File: src/rtl/sim_ctrl_pkg.sv
`default_nettype none
// ============================================================================
// Module   : sim_ctrl_pkg
// Purpose  : Shared state and opcode encodings for the simulator run controller.
// Revision : 1.0 - initial release
// ============================================================================
package sim_ctrl_pkg;

  // Matches the 2-bit state convention used by the simulator core.
  typedef enum logic [1:0] {
    ST_IDLE  = 2'b00,
    ST_RUN   = 2'b01,
    ST_PAUSE = 2'b10,
    ST_DONE  = 2'b11
  } ctrl_state_t;

  localparam logic [1:0] OP_RUN   = 2'b00;
  localparam logic [1:0] OP_STEP  = 2'b01;
  localparam logic [1:0] OP_PAUSE = 2'b10;
  localparam logic [1:0] OP_ABORT = 2'b11;

endpackage
`default_nettype wire

File: src/rtl/cycle_budget_counter.sv
`default_nettype none
// ============================================================================
// Module   : cycle_budget_counter
// Purpose  : Loadable down-counter of remaining budget paired with an up-counter
//            of issued cycles; load clears the up-counter.
// Revision : 1.0 - initial release
// ============================================================================
module cycle_budget_counter #(
  parameter int W = 5
) (
  input  logic         clk,
  input  logic         reset_n,
  input  logic         load,
  input  logic [W-1:0] load_value,
  input  logic         en,
  output logic [W-1:0] remaining,
  output logic [W-1:0] current,
  output logic         last
);

  localparam logic [W-1:0] c_one = {{(W-1){1'b0}}, 1'b1};

  logic [W-1:0] r_remaining;
  logic [W-1:0] r_current;

  always_ff @(posedge clk or negedge reset_n) begin
    if (!reset_n) begin
      r_remaining <= '0;
      r_current   <= '0;
    end else if (load) begin
      r_remaining <= load_value;
      r_current   <= '0;
    end else if (en) begin
      r_remaining <= r_remaining - c_one;
      r_current   <= r_current + c_one;
    end
  end

  assign remaining = r_remaining;
  assign current   = r_current;
  assign last      = (r_remaining == c_one);

endmodule
`default_nettype wire

File: src/rtl/sim_run_controller.sv
`default_nettype none
// ============================================================================
// Module   : sim_run_controller
// Purpose  : Command-driven run/step/pause/abort sequencer gating the simulator
//            advance enable against a programmable cycle budget.
// Revision : 1.0 - initial release
// ============================================================================
module sim_run_controller
  import sim_ctrl_pkg::*;
#(
  parameter int MAX_CYCLE_WIDTH = 5
) (
  input  logic                       clk,
  input  logic                       reset_n,
  input  logic                       cmd_valid,
  output logic                       cmd_ready,
  input  logic [1:0]                 cmd_op,
  input  logic [MAX_CYCLE_WIDTH-1:0] cmd_cycles,
  output logic                       sim_en,
  output logic [1:0]                 state,
  output logic [MAX_CYCLE_WIDTH-1:0] current_cycle,
  output logic [MAX_CYCLE_WIDTH-1:0] remaining,
  output logic                       done
);

  ctrl_state_t r_state;
  logic        r_step_q;
  logic        r_done;

  logic w_accept;
  logic w_sim_en;
  logic w_load;
  logic w_last;

  assign cmd_ready = !r_step_q;
  assign w_accept  = cmd_valid && cmd_ready;
  // Decoded purely from registers so the command inputs never reach sim_en.
  assign w_sim_en  = (r_state == ST_RUN) || r_step_q;
  assign w_load    = w_accept && (cmd_op == OP_RUN) &&
                     ((r_state == ST_IDLE) || (r_state == ST_DONE));

  cycle_budget_counter #(
    .W (MAX_CYCLE_WIDTH)
  ) u_budget (
    .clk        (clk),
    .reset_n    (reset_n),
    .load       (w_load),
    .load_value (cmd_cycles),
    .en         (w_sim_en),
    .remaining  (remaining),
    .current    (current_cycle),
    .last       (w_last)
  );

  always_ff @(posedge clk or negedge reset_n) begin
    if (!reset_n) begin
      r_state  <= ST_IDLE;
      r_step_q <= 1'b0;
      r_done   <= 1'b0;
    end else begin
      r_done   <= 1'b0;
      r_step_q <= 1'b0;
      case (r_state)
        ST_IDLE, ST_DONE: begin
          if (w_load) begin
            if (cmd_cycles == '0) begin
              r_state <= ST_DONE;
              r_done  <= 1'b1;
            end else begin
              r_state <= ST_RUN;
            end
          end
        end
        ST_RUN: begin
          // Budget exhaustion wins over any command on the same edge.
          if (w_last) begin
            r_state <= ST_DONE;
            r_done  <= 1'b1;
          end else if (w_accept && (cmd_op == OP_PAUSE)) begin
            r_state <= ST_PAUSE;
          end else if (w_accept && (cmd_op == OP_ABORT)) begin
            r_state <= ST_DONE;
            r_done  <= 1'b1;
          end
        end
        ST_PAUSE: begin
          if (r_step_q && w_last) begin
            r_state <= ST_DONE;
            r_done  <= 1'b1;
          end else if (w_accept) begin
            case (cmd_op)
              OP_RUN:   r_state <= ST_RUN;
              OP_STEP:  r_step_q <= 1'b1;
              OP_ABORT: begin
                r_state <= ST_DONE;
                r_done  <= 1'b1;
              end
              default: ;
            endcase
          end
        end
        default: r_state <= ST_IDLE;
      endcase
    end
  end

  assign sim_en = w_sim_en;
  assign state  = r_state;
  assign done   = r_done;

endmodule
`default_nettype wire

File: config.mk
export PLATFORM = sky130hd
export DESIGN_NAME = sim_run_controller
export DESIGN_NICKNAME = d
export VERILOG_FILES = /design/src/rtl/sim_ctrl_pkg.sv /design/src/rtl/cycle_budget_counter.sv /design/src/rtl/sim_run_controller.sv
export SDC_FILE = /design/constraint.sdc
export NUM_CORES = 1
export LEC_CHECK = 0
export BUFFER_PORTS_ARGS = -buffer_cell sky130_fd_sc_hd__buf_4
export CAP_MARGIN = 30
export CORE_MARGIN = 10
export CORE_UTILIZATION = 50
export CTS_CLUSTER_SIZE = 14
export DETAILED_ROUTE_END_ITERATION = 10
export GPL_TIMING_DRIVEN = 0
export PLACE_DENSITY = 0.81
export SYNTH_ARGS = -nofsm -noshare
export SYNTH_HDL_FRONTEND = slang
export SYNTH_HIERARCHICAL = 1
export SYNTH_SLANG_ARGS = --single-unit
File: constraint.sdc
create_clock -name clk -period 2.06 [get_ports clk]
set_input_delay 0.206 -clock clk [delete_from_list [all_inputs] [get_ports clk]]
set_output_delay 0.206 -clock clk [all_outputs]
set_load 0.01 [all_outputs]
After elaboration in Yosys (flattened, before gate mapping)
Cells that the tools add are included.
{"block": "classes", "muxes": 26, "addsub": 2, "reduce_logical": 15, "eq_ne": 11}
{"cell": "$mux 5", "count": 4}
{"cell": "$mux 2", "count": 7}
{"cell": "$mux 1", "count": 12}
{"cell": "$eq 2x2->1 const B", "count": 4}
{"cell": "$logic_and 1x1->1", "count": 6}
{"cell": "$pmux 2 s3", "count": 1}
{"cell": "$add 5x1->5 const B", "count": 1}
{"cell": "$eq 5x1->1 const B", "count": 1}
{"cell": "$logic_not 5->1", "count": 1}
{"cell": "$sub 5x1->5 const B", "count": 1}
{"cell": "$eq 2x1->1 const B", "count": 2}
{"cell": "$logic_not 2->1", "count": 2}
{"cell": "$ne 4x2->1 const B", "count": 1}
{"cell": "$ne 4x4->1 const B", "count": 1}
{"cell": "$pmux 2 s2", "count": 1}
{"cell": "$reduce_and 4->1", "count": 1}
{"cell": "$ne 3x3->1 const B", "count": 1}
{"cell": "$pmux 1 s3", "count": 1}
{"cell": "$logic_or 1x1->1", "count": 2}
{"cell": "$ne 2x1->1 const B", "count": 1}
{"cell": "$reduce_bool 2->1", "count": 1}
{"cell": "$reduce_or 2->1", "count": 1}
{"cell": "$logic_not 1->1", "count": 1}
{"block": "word_totals", "register_bits": 14, "wordCells": 59, "input_bits": 10, "output_inout_bits": 15}

Logic depth before layout (Yosys ltp)
Gate-level depths: netlist (run 1).
{"block": "logic_depth", "word_depth": 7, "depth_mapped": 7, "depth_no_buf": 7}

Modules after synthesis
Netlist (run 1), hierarchy kept.
{"mod": "cycle_budget_counter", "seq_area_each_um2": 250.2, "area_per_inst_um2": 516.7, "n_inst": 1, "cells_each": 49}
{"mod": "sim_run_controller", "seq_area_each_um2": 100.1, "area_per_inst_um2": 381.6, "n_inst": 1, "cells_each": 45}

Worst setup path before layout (run 1)
OpenSTA, ideal clock, no wires.
{"block": "synth_timing", "kind": "register -> register", "start": "register u_budget.r_remaining[1] (netlist: u_budget/remaining[1])", "end": "register r_state[1] (netlist: state[1])", "path_stages_with_launch": 8, "arrival_time_ns": 1.796, "setup_ns": 0.125, "required_ns": 1.935, "n_path_buf": 0, "synth_period_minus_slack_ns": 1.921, "slack_ns": 0.139, "cell_sequence": "dfrtp_1 > inv_1 > ha_1 > nor4b_1 > nand2_1 > o211ai_2 > nand3_1 > mux2_4"}
{"block": "synth_via", "elab_chain_cells": 4, "elab_cells_between_ends": 9, "classes_between": "eq/ne (4); mux (3); reduce/logical (2)"}
{"element": "start: declaration", "line_no": "cycle_budget_counter.sv:23", "source": "logic [W-1:0] r_remaining;"}
{"element": "start signal: assignment", "line_no": "cycle_budget_counter.sv:31", "source": "r_remaining <= load_value;"}
{"element": "start signal: assignment", "line_no": "cycle_budget_counter.sv:34", "source": "r_remaining <= r_remaining - c_one;"}
{"element": "$eq 5x1->1 (*)", "line_no": "cycle_budget_counter.sv:41", "source": "assign last = (r_remaining == c_one);"}
{"element": "via w_last", "line_no": "sim_run_controller.sv:33", "source": "logic w_last;"}
{"element": "$logic_and 1x1->1", "line_no": "sim_run_controller.sv:87", "source": "if (r_step_q && w_last) begin"}
{"element": "$ne 4x4->1 (no source line), or another cell as far along"}
{"element": "$reduce_and 4->1 (no source line) / $pmux 2 s3 (equally long branches)"}
{"element": "end signal: assignment", "line_no": "sim_run_controller.sv:88", "source": "r_state <= ST_DONE;"}
{"element": "end signal: assignment", "line_no": "sim_run_controller.sv:92", "source": "OP_RUN: r_state <= ST_RUN;"}
{"element": "end signal: assignment", "line_no": "sim_run_controller.sv:95", "source": "r_state <= ST_DONE;"}
{"element": "end: declaration", "line_no": "sim_run_controller.sv:26", "source": "ctrl_state_t r_state;"}
The timed path passes the listed nets; every way through them passes the cells marked *.
A chain may end at the register's enable or synchronous reset.

Final worst setup path (run 1)
Same ends and word-level chain as after synthesis.

==> summary.md, run 1 <==
| Metric | Value |
|---|---|
| CTS tree | `yes` |
| I/O pins | `25` |
| Crit path required time | `2.23 ns` |
| CTS Root Cell | `clkbuf_4` |
| Gr usage total | `11.2%` |
| Peak ir drop on the vdd network | `677 uV` |
| Layout cells sized above 1 | `28.5%` |
| Die area | `0.00389 sq mm` |
| Non-Filler Instances | `148` |
| Wire length per cell | `14.9 um` |
| Clock slew at reported path FFs | `0.09 ns` |
| Die H | `62.4 um` |
| Top-count cell post-synth | `dfrtp_1` |
| PD cells | `1440 mW/mm^2` |
| Crit path largest cell delay | `0.43 ns` |
| Post-Place Worst Slack | `-0.172 ns` |
| # H-tree levels | `1` |
| Yosys cell types | `32` |
| Later-pin clock latency in the skew report | `0.28 ns` |
| CTS sink cnt | `14` |
| Placed insts | `143` |
| Lkg Pwr | `0.582 nW` |
| HPWL Detailed | `1620 um` |
| ANT nets after route | `0` |
| Residual DRC | `0` |
| Pre-antenna DRT Iters | `4` |
| Asr flop ratio synth | `100%` |
| # rows | `15` |
| Synth Flop Type | `dfrtp_1` |
| Max_cap viols | `0` |
| Grt ovf | `0` |
| Ant diodes | `0` |
| Pins Over Slew Limit | `0` |
| Max FO, Critical Path | `5` |
| CTS Buffer Depth | `2` |
| Setup-failing EPs final | `0` |
| Vias/cell | `5.21` |
| Crit-path cells | `inv_1 -> ha_1 -> nor4b_4 -> nand2_1 -> o211ai_2 -> nand3_1 -> mux2_4` |
| Drt initial violations | `22` |
| Number of global-route vias before repair | `760` |
| Vias | `771` |
| Crit path launch type | `flop` |
| Fmax | `538 MHz` |
| Routability cong. | `0.821` |
| CTS buffer count | `3` |
| Status | `completed` |
| Fill cells | `131` |
| First-pass GRT wire length | `3670 um` |
| Crit path buf inv count | `1` |
| RSZ-0062 raised after global routing | `no` |
| Largest cells by area after synthesis | `dfrtp_1, ha_1, xor2_1, inv_1, nand2_1` |
| Nets@finish | `143` |
| Crit Path Category | `flop to flop` |
| Seq/Total Area, Yosys | `39.0%` |
| Cell Area, Synth | `898 sq um` |
| Synth-to-layout area growth | `30.4%` |
| Initial antenna violation count | `0` |
| Slew margin rel. | `69.8%` |
| Flip-flop and latch count after synthesis | `14` |
| Port Buffers | `24` |
| Syn Inst Count | `94` |
| Chip Width | `62.4 um` |
| Dominant cell type by area after synthesis | `dfrtp_1` |
| Worst EP arrival | `2.03 ns` |
| Final TNS setup | `0 ns` |
| Min Tclk post-route | `1.86 ns` |
| Power Total | `1.69 mW` |
| Worst Clk Skew | `0.00779 ns` |
| Critical path's slowest cell | `dfrtp_1` |
| Core ar. | `0.00171 sq mm` |
| Final clock period utilization by the worst path | `90.2%` |
| Routed WL | `2210 um` |
| Worst setup margin | `0.201 ns` |
| Final hold violation count | `0` |
| Tightest Pin Transition | `0.454 ns` |
| Syn nets | `113` |
| Worst setup EP type | `flop` |
| Area share of the largest cell type after synthesis | `39.0%` |
| Mean Syn Cell Area | `9.56 sq um` |
| Commonest cells in the synthesized netlist | `dfrtp_1, inv_1, ha_1, nand2_1, nor2_1` |
| Final core occ | `68.6%` |
| CP delay by family, top | `simple AND/OR/NAND/NOR gates` |
| Largest net degree at the start of global routing | `15` |
| Ys Warns | `6` |
| Hold Path Class | `input port to flop` |
| Post-synth EDFFs | `0` |
| Initial Util | `52.6%` |
==> flip-flops by register name (all words and copies together) (netlist names) <==
name                count
state                   2
r_step_q                1
u_budget/remaining      5
done                    1
u_budget/current        5
==> kinds of logic after synthesis <==
| family | share of synthesized area, % |
|---|---|
| xor gates and xnor gates | 7.80 |
| DFF | 39.0 |
| buffers and inverters | 5.85 |
| AOI/OAI and AO/OA | 12.3 |
| adders and majority gates | 12.5 |
| muxes | 4.04 |
| and+or+nand+nor | 18.5 |
==> per-layer routing <==
layer	GRT usage (%)	share of wire [%]	wire length, um	up-vias
met5	0	0	0	-
met4	5.87	0	0	0
met3	2.51	1.3	29	0
met2	18.6	53	1160	17
met1	13.1	46	1010	381
li1	-	-	-	373
==> power by group <==
part / internal (mW) / total (mW) / switching (mW) / leakage, nW
Combinational: 0.477 / 0.937 / 0.460 / 0.386
Clock: 0.107 / 0.194 / 0.0869 / 0.0210
Sequential: 0.400 / 0.559 / 0.159 / 0.175
==> worst paths after layout <==
| path | start | endpoint | slack, ns | cells after the start |
|---|---|---|---|---|
| hold / removal | cmd_cycles[2] | u_budget/remaining[2] | 0.15 | 3 |
| setup / recovery | u_budget/remaining[1] | state[1] | 0.20 | 7 |
| setup reg to reg | u_budget/remaining[1] | state[1] | 0.20 | 7 |
| min in group asynchronous | reset_n | u_budget/current[3] | 0.31 | 2 |
| hold reg to reg | u_budget/current[4] | u_budget/current[4] | 0.55 | 2 |
| max in group asynchronous | reset_n | u_budget/current[0] | 1.58 | 2 |
==> worst register-to-register path, cell delays in order, from the launching register on <==
cell and delay, ns:
dfrtp_1 0.43, inv_1 0.12, ha_1 0.16, nor4b_4 0.35, nand2_1 0.15, o211ai_2 0.10
nand3_1 0.14, mux2_4 0.31
==> per-stage QoR <==
stage                     hold WS, ns  cell area [sq um]
after CTS                       0.140               1160
after global placement         0.0631               1110
after floorplan               -0.0896                898
final                           0.145               1170
after global routing            0.136               1170
after detailed placement       0.0642               1110
==> what timing repair did <==
item                                    in CTS  in global routing
buffers inserted                             0                  0
endpoints found under the setup margin       2                  1
gates resized for setup                      1                  1
pin swaps                                    0                  0
endpoints found under the hold margin       14                  0
hold buffers                                 1                  0
==> layout make-up <==
cell class                      instances  area, sq um  share of cell area [%]
Timing Repair Buffer                   25          190                    16.2
Clock buffer                            4         36.3                    3.10
Buffer                                  2         11.3                   0.962
Tap cell                               25         31.3                    2.67
Sequential cell                        14          350                    29.9
Multi-Input combinational cell         67          510                    43.6
Inverter                               11         41.3                    3.53
==> layout by cell type (no fill, tap or decap), types with 2 or more instances in the layout <==
master / n
o21ai_1: 3
nor2_1: 8
dfrtp_1: 14
o21ai_0: 5
inv_1: 11
nand3_1: 2
a22oi_1: 2
xnor2_1: 3
buf_4: 25
nand4_1: 2
nor2b_1: 2
nand2_1: 9
xor2_1: 5
ha_1: 9
clkbuf_4: 3
No activity file was read; power rests on OpenSTA's default activity.
==> run 2: changes to the inputs <==
--- a/config.mk
+++ b/config.mk
@@ -8,11 +8,11 @@
 export BUFFER_PORTS_ARGS = -buffer_cell sky130_fd_sc_hd__buf_4
 export CAP_MARGIN = 30
 export CORE_MARGIN = 10
-export CORE_UTILIZATION = 50
+export CORE_UTILIZATION = 45
 export CTS_CLUSTER_SIZE = 14
 export DETAILED_ROUTE_END_ITERATION = 10
 export GPL_TIMING_DRIVEN = 0
-export PLACE_DENSITY = 0.81
+export PLACE_DENSITY = 0.77
 export SYNTH_ARGS = -nofsm -noshare
 export SYNTH_HDL_FRONTEND = slang
 export SYNTH_HIERARCHICAL = 1
==> constraint.sdc (replaced) <==
create_clock -name clk -period 1.52 [get_ports clk]
set_input_delay 0.152 -clock clk [delete_from_list [all_inputs] [get_ports clk]]
set_output_delay 0.152 -clock clk [all_outputs]
set_load 0.01 [all_outputs]
==> summary.md, run 2 (synthesized netlist as in run 1, its figures left out) <==
| Metric | Value |
|---|---|
| Pre-antenna DRT Iters | `4 (unchanged)` |
| # H-tree levels | `1 (unchanged)` |
| Max FO, Critical Path | `10 (+5)` |
| Grt ovf | `0 (unchanged)` |
| Lkg Pwr | `0.626 nW (+7.5%)` |
| CTS buffer count | `3 (unchanged)` |
| CTS Buffer Depth | `2 (unchanged)` |
| Pins Over Slew Limit | `0 (unchanged)` |
| Die H | `64.7 um (+3.7%)` |
| Vias | `821 (+6.5%)` |
| Crit Path Category | `flop to flop` |
| P_sw | `1.08 mW (+53%)` |
| DR WL met3 | `117 um (+300%)` |
| Worst Clk Skew | `0.00127 ns (-0.00652 ns)` |
| Wire length per cell | `15.3 um (+2.5%)` |
| Metal-1 WL | `971 um (-4.2%)` |
| Core ar. | `0.00192 sq mm (+13%)` |
| Logic pwr share | `60.8% (+5.4 points)` |
| Clock power frac | `10.4% (-1.1 points)` |
| RSZ-0062 raised after global routing | `yes` |
| Setup-failing EPs final | `6 (+6)` |
| Routability cong. | `0.850 (+3.6%)` |
| Status | `finished with violations` |
| Initial Util | `46.7% (-5.9 points)` |
| Crit path required time | `1.69 ns (-0.54 ns)` |
| Ant diodes | `0 (unchanged)` |
| Clock slew at reported path FFs | `0.09 ns (about the same)` |
| Chip Width | `64.7 um (+3.7%)` |
| ANT nets after route | `0 (unchanged)` |
| Fill cells | `151 (+15%)` |
| Hold WS | `0.0930 ns (-0.0521 ns)` |
| Vias/cell | `5.20 (-0.25%)` |
| Power Total | `2.64 mW (+56%)` |
| Post-Place Worst Slack | `-0.226 ns (-0.0541 ns)` |
| Final clock period utilization by the worst path | `112% (+22 points)` |
| Gr usage total | `10.7% (-0.50 points)` |
| Crit path largest cell delay | `0.46 ns (+0.03 ns)` |
| Largest net degree at the start of global routing | `15 (unchanged)` |
| Worst EP arrival | `1.88 ns (-0.15 ns)` |
| Commonest cells after routing, fill and taps aside | `buf_4, dfrtp_1, nand2_1, nor2_1, inv_1` |
| CP delay by family, top | `simple AND/OR/NAND/NOR gates` |
| Crit path launch type | `flop` |
| Cells on worst reg2reg path | `7 (unchanged)` |
| Routed WL | `2420 um (+9.5%)` |
| Max_cap viols | `0 (unchanged)` |
| Later-pin clock latency in the skew report | `0.27 ns (about the same)` |
| Layout cells sized above 1 | `43.5% (+15 points)` |
| Multi-input gate area | `569 sq um (+12%)` |
| Synth-to-layout area growth | `44.8%` |
| Worst setup margin | `-0.185 ns (-0.386 ns)` |
| Final instance area | `0.00130 sq mm (+11%)` |
| Post-DP Area | `0.00116 sq mm (+4.4%)` |
| Initial antenna violation count | `0 (unchanged)` |
| Critical Path Stages | `7 (unchanged)` |
| Nets@finish | `151 (+5.6%)` |
| Reg power frac | `28.7% (-4.4 points)` |
| Port Buffers | `24 (unchanged)` |
| Min Tclk post-route | `1.71 ns (-0.154 ns)` |
| Hold Path Cell Cnt | `3 (unchanged)` |
| Worst setup EP type | `flop` |
| Number of global-route vias before repair | `857 (+13%)` |
| CTS tree | `yes` |
| HPWL Detailed | `1690 um (+4.5%)` |
| PD cells | `2030 mW/mm^2 (+41%)` |
| Drt initial violations | `13 (-41%)` |
| Slew margin rel. | `78.5% (+8.8 points)` |
| Final hold violation count | `0 (unchanged)` |
| Crit-path cells | `inv_2 -> ha_4 -> or2_4 -> buf_6 -> and4bb_1 -> xnor2_1 -> o21ai_1` |
| Hold Path Class | `input port to flop` |
| Reg area | `352 sq um (+0.36%)` |
| Final TNS setup | `-0.606 ns (-0.606 ns)` |
| Tightest Pin Transition | `0.319 ns (-0.135 ns)` |
| # rows | `16 (+1)` |
| Switching part of the total | `40.7% (-1.0 points)` |
| Internal | `1.57 mW (+59%)` |
| Peak ir drop on the vdd network | `1110 uV (+64%)` |
| Crit path buf inv count | `2 (+1)` |
| Most common cell after layout, fill and taps aside | `buf_4` |
| First-pass GRT wire length | `3720 um (+1.3%)` |
| Violations in the final reports | `setup timing` |
| Routed wire length on met2 | `1280 um (+10%)` |
| Highest metal used | `met4` |
| Critical path's slowest cell | `dfrtp_1` |
| Die area | `0.00418 sq mm (+7.5%)` |
| CTS sink cnt | `14 (unchanged)` |
| I/O pins | `25 (unchanged)` |
| Fmax | `586 MHz (+9.0%)` |
| CTS Root Cell | `clkbuf_4` |
| Residual DRC | `0 (unchanged)` |
-- run 2: changes by cell type in the layout (fill, tap and decap cells not counted), sizes merged --
cell,before,now
buf,25,34
clkbuf,5,4
-- run 2: path summary, 6_finish.rpt --
path / end / startpoint / slack (ns)
hold reg to reg: u_budget/current[3] / u_budget/current[3] / 0.60
setup / recovery: u_budget/remaining[4] / state[1] / -0.19
max in group asynchronous: u_budget/remaining[0] / reset_n / 1.06
min in group asynchronous: u_budget/remaining[4] / reset_n / 0.28
setup reg to reg: u_budget/remaining[4] / state[1] / -0.19
hold / removal: u_budget/remaining[2] / cmd_cycles[2] / 0.09
-- run 2: cell type report --
cell class | instances | share of cell area (%)
repair buffers | 33 | 19.2
well taps | 27 | 2.60
multi-input cells | 67 | 43.7
inverters | 11 | 3.17
clock buffers | 4 | 2.79
plain buffers | 2 | 1.44
flip-flops and latches | 14 | 27.0
-- run 2: worst register-to-register path: stages (launching register included) --
cell and delay [ns]:
dfrtp_1 0.46, inv_2 0.07, ha_4 0.18, or2_4 0.24
buf_6 0.15, and4bb_1 0.23, xnor2_1 0.20, o21ai_1 0.08
-- run 2: power groups by stage --
stage,clock network (mW),logic [mW],registers [mW]
floorplan,0,0.804,0.810
global placement,0,1.29,0.762
detailed placement,0,1.33,0.773
CTS,0.273,1.52,0.744
global route,0.291,1.78,0.788
finish,0.275,1.61,0.760
-- run 2: what timing repair did --
| action | 4_1_cts | 5_1_grt |
|---|---|---|
| pin swaps | 2 | 4 |
| setup endpoints to repair | 13 | 14 |
| setup buffers | 6 | 2 |
| endpoints found under the hold margin | 14 | 0 |
| resized for setup | 2 | 9 |
| hold buffers | 1 | 0 |
-- run 2: routing by layer --
layer / GRT usage [%] / vias up
li1: - / 391
met1: 10.8 / 406
met2: 19.5 / 20
met3: 3.26 / 4
met4: 5.61 / 0
met5: 0 / -
-- run 2: stage by stage --
step | cells | util (%)
after floorplan | 94 | -
after global routing | 158 | 67.7
final | 158 | 67.7
after global placement | 145 | 60.3
after detailed placement | 145 | 60.3
after CTS | 156 | 65.8
==> run 3: changes to the inputs <==
--- a/config.mk
+++ b/config.mk
@@ -13,6 +13,7 @@
 export DETAILED_ROUTE_END_ITERATION = 10
 export GPL_TIMING_DRIVEN = 0
 export PLACE_DENSITY = 0.77
+export REMOVE_ABC_BUFFERS = 1
 export SYNTH_ARGS = -nofsm -noshare
 export SYNTH_HDL_FRONTEND = slang
 export SYNTH_HIERARCHICAL = 1
==> summary.md, run 3 (synthesized netlist as in run 1, its figures left out) <==
| Metric | Value |
|---|---|
| CTS Buffer Depth | `2 (unchanged)` |
| Grt ovf | `0 (unchanged)` |
| Lkg Pwr | `0.635 nW (+1.5%)` |
| CTS sink cnt | `14 (unchanged)` |
| Critical path's slowest cell | `dfrtp_1` |
| Power Total | `2.71 mW (+2.4%)` |
| HPWL Detailed | `1570 um (-7.0%)` |
| Die area | `0.00418 sq mm (unchanged)` |
| CP delay by family, top | `simple AND/OR/NAND/NOR gates` |
| Core ar. | `0.00192 sq mm (unchanged)` |
| Crit path largest cell delay | `0.40 ns (-0.06 ns)` |
| Pins Over Slew Limit | `0 (unchanged)` |
| Non-Filler Instances | `159 (+0.63%)` |
| Most common cell after layout, fill and taps aside | `buf_4` |
| Largest net degree at the start of global routing | `15 (unchanged)` |
| CTS Root Cell | `clkbuf_4` |
| Worst setup EP type | `flop` |
| Crit path required time | `1.69 ns (about the same)` |
| Placed insts | `143 (-1.4%)` |
| Routed WL | `2370 um (-1.9%)` |
| RSZ-0062 raised after global routing | `yes` |
| Final core occ | `69.0% (+1.3 points)` |
| Synth-to-layout area growth | `47.6%` |
| # H-tree levels | `1 (unchanged)` |
| Violations in the final reports | `setup timing` |
| First-pass GRT wire length | `3890 um (+4.6%)` |
| Worst setup margin | `-0.180 ns (+0.00528 ns)` |
| Clock slew at reported path FFs | `0.09 ns (about the same)` |
| Crit path buf inv count | `1 (-1)` |
| Post-DP Area | `0.00110 sq mm (-5.0%)` |
| ANT nets after route | `0 (unchanged)` |
| Port Buffers | `24 (unchanged)` |
| Setup-failing EPs final | `3 (-3)` |
| Final hold violation count | `0 (unchanged)` |
| Vias | `804 (-2.1%)` |
| Final TNS setup | `-0.413 ns (+0.194 ns)` |
| Worst Clk Skew | `0.00162 ns (+0.000351 ns)` |
| Layout cells sized above 1 | `43.9% (+0.43 points)` |
| Setup crit start | `u_budget/remaining[1]` |
| CTS tree | `yes` |
| Min Tclk post-route | `1.70 ns (-0.00528 ns)` |
| Initial Util | `46.7% (unchanged)` |
| Worst EP arrival | `1.87 ns (about the same)` |
| Max_cap viols | `0 (unchanged)` |
| CTS buffer count | `3 (unchanged)` |
| Drt initial violations | `39 (+26)` |
| Crit Path Category | `flop to flop` |
| Hold_sp | `cmd_cycles[0]` |
| Vias/cell | `5.06 (-2.7%)` |
| Final instance area | `0.00133 sq mm (+1.9%)` |
| Max FO, Critical Path | `5 (-5)` |
| Die H | `64.7 um (unchanged)` |
| # rows | `16 (unchanged)` |
| Residual DRC | `0 (unchanged)` |
| Pre-antenna DRT Iters | `4 (unchanged)` |
| Peak ir drop on the vdd network | `870 uV (-22%)` |
| Fill cells | `149 (-1.3%)` |
| Crit-path cells | `inv_2 -> ha_4 -> nor4b_4 -> nand2_1 -> o211ai_2 -> nand3_2 -> mux2_4` |
| Worst reg2reg startpoint | `u_budget/remaining[1]` |
| Crit path launch type | `flop` |
| PD cells | `2040 mW/mm^2 (+0.50%)` |
| I/O pins | `25 (unchanged)` |
| Fmax | `588 MHz (+0.31%)` |
| Slew margin rel. | `74.3% (-4.3 points)` |
| Final clock period utilization by the worst path | `112% (-0.35 points)` |
| Number of global-route vias before repair | `833 (-2.8%)` |
| Later-pin clock latency in the skew report | `0.27 ns (about the same)` |
| Wire length per cell | `14.9 um (-2.6%)` |
| Nets@finish | `152 (+0.66%)` |
| Commonest cells after routing, fill and taps aside | `buf_4, dfrtp_1, inv_1, nand2_1, nor2_1` |
| Routability cong. | `0.865 (+1.8%)` |
| Tightest Pin Transition | `0.384 ns (+0.0652 ns)` |
| Ant diodes | `0 (unchanged)` |
| Gr usage total | `11.2% (+0.51 points)` |
| Status | `finished with violations` |
| Chip Width | `64.7 um (unchanged)` |
| Initial antenna violation count | `0 (unchanged)` |
| Hold Path Class | `input port to flop` |
-- run 3: changes by cell type in the layout (fill, tap and decap cells not counted), sizes merged --
| cell | before | now |
|---|---|---|
| buf | 34 | 35 |
-- run 3: final cells by class --
type	instances	area [sq um]	share of cell area, %
Inverter	11	43.8	3.30
Tap cell	27	33.8	2.55
Timing Repair Buffer	36	280	21.1
Sequential cell	14	352	26.5
Multi-Input combinational cell	67	581	43.8
Clock buffer	4	36.3	2.74
-- run 3: metrics by stage --
stage | worst slack (ns) | hold slack, ns
2_1_floorplan | -0.401 | -0.144
3_3_place_gp | -0.558 | 0.00850
3_5_place_dp | -0.694 | 0.0135
4_1_cts | -0.127 | 0.0836
5_1_grt | -0.281 | 0.0921
6_report | -0.180 | 0.0974
-- run 3: worst paths after layout --
path                                         end  slack (ns)  depth (start not counted)
max reg2reg                             state[1]       -0.18                          7
min                        u_budget/remaining[0]         0.1                          3
min in group asynchronous  u_budget/remaining[3]        0.25                          2
max in group asynchronous  u_budget/remaining[0]        1.08                          2
max                                     state[1]       -0.18                          7
min reg2reg                  u_budget/current[4]        0.54                          2
-- run 3: where the power goes --
part | internal [mW] | switching, mW
sequential | 0.545 | 0.204
clock | 0.146 | 0.121
combinational | 0.914 | 0.779
-- run 3: what timing repair did --
item	in CTS	in global routing
gates cloned	0	0
hold buffers	1	0
resized for setup	16	7
endpoints found under the hold margin	14	0
setup endpoints to repair	13	12
pin swaps	6	5
buffers inserted	9	2
-- run 3: routing by layer --
layer	part of all wire, %	global-route usage [%]	up-vias
met1	42	13.1	389
met3	6.0	3.26	2
met4	1.0	5.08	0
li1	-	-	392
met5	0	0	-
met2	51	18.6	21
-- run 3: worst reg2reg max path: cells and delay by family, from the launching register on --
kind / cells / cell delay [ns]
fa+ha+maj: 1 / 0.12
buf+inv: 1 / 0.08
compound gates: 1 / 0.09
simple gates: 3 / 0.61
flops: 1 / 0.40
mux: 1 / 0.31
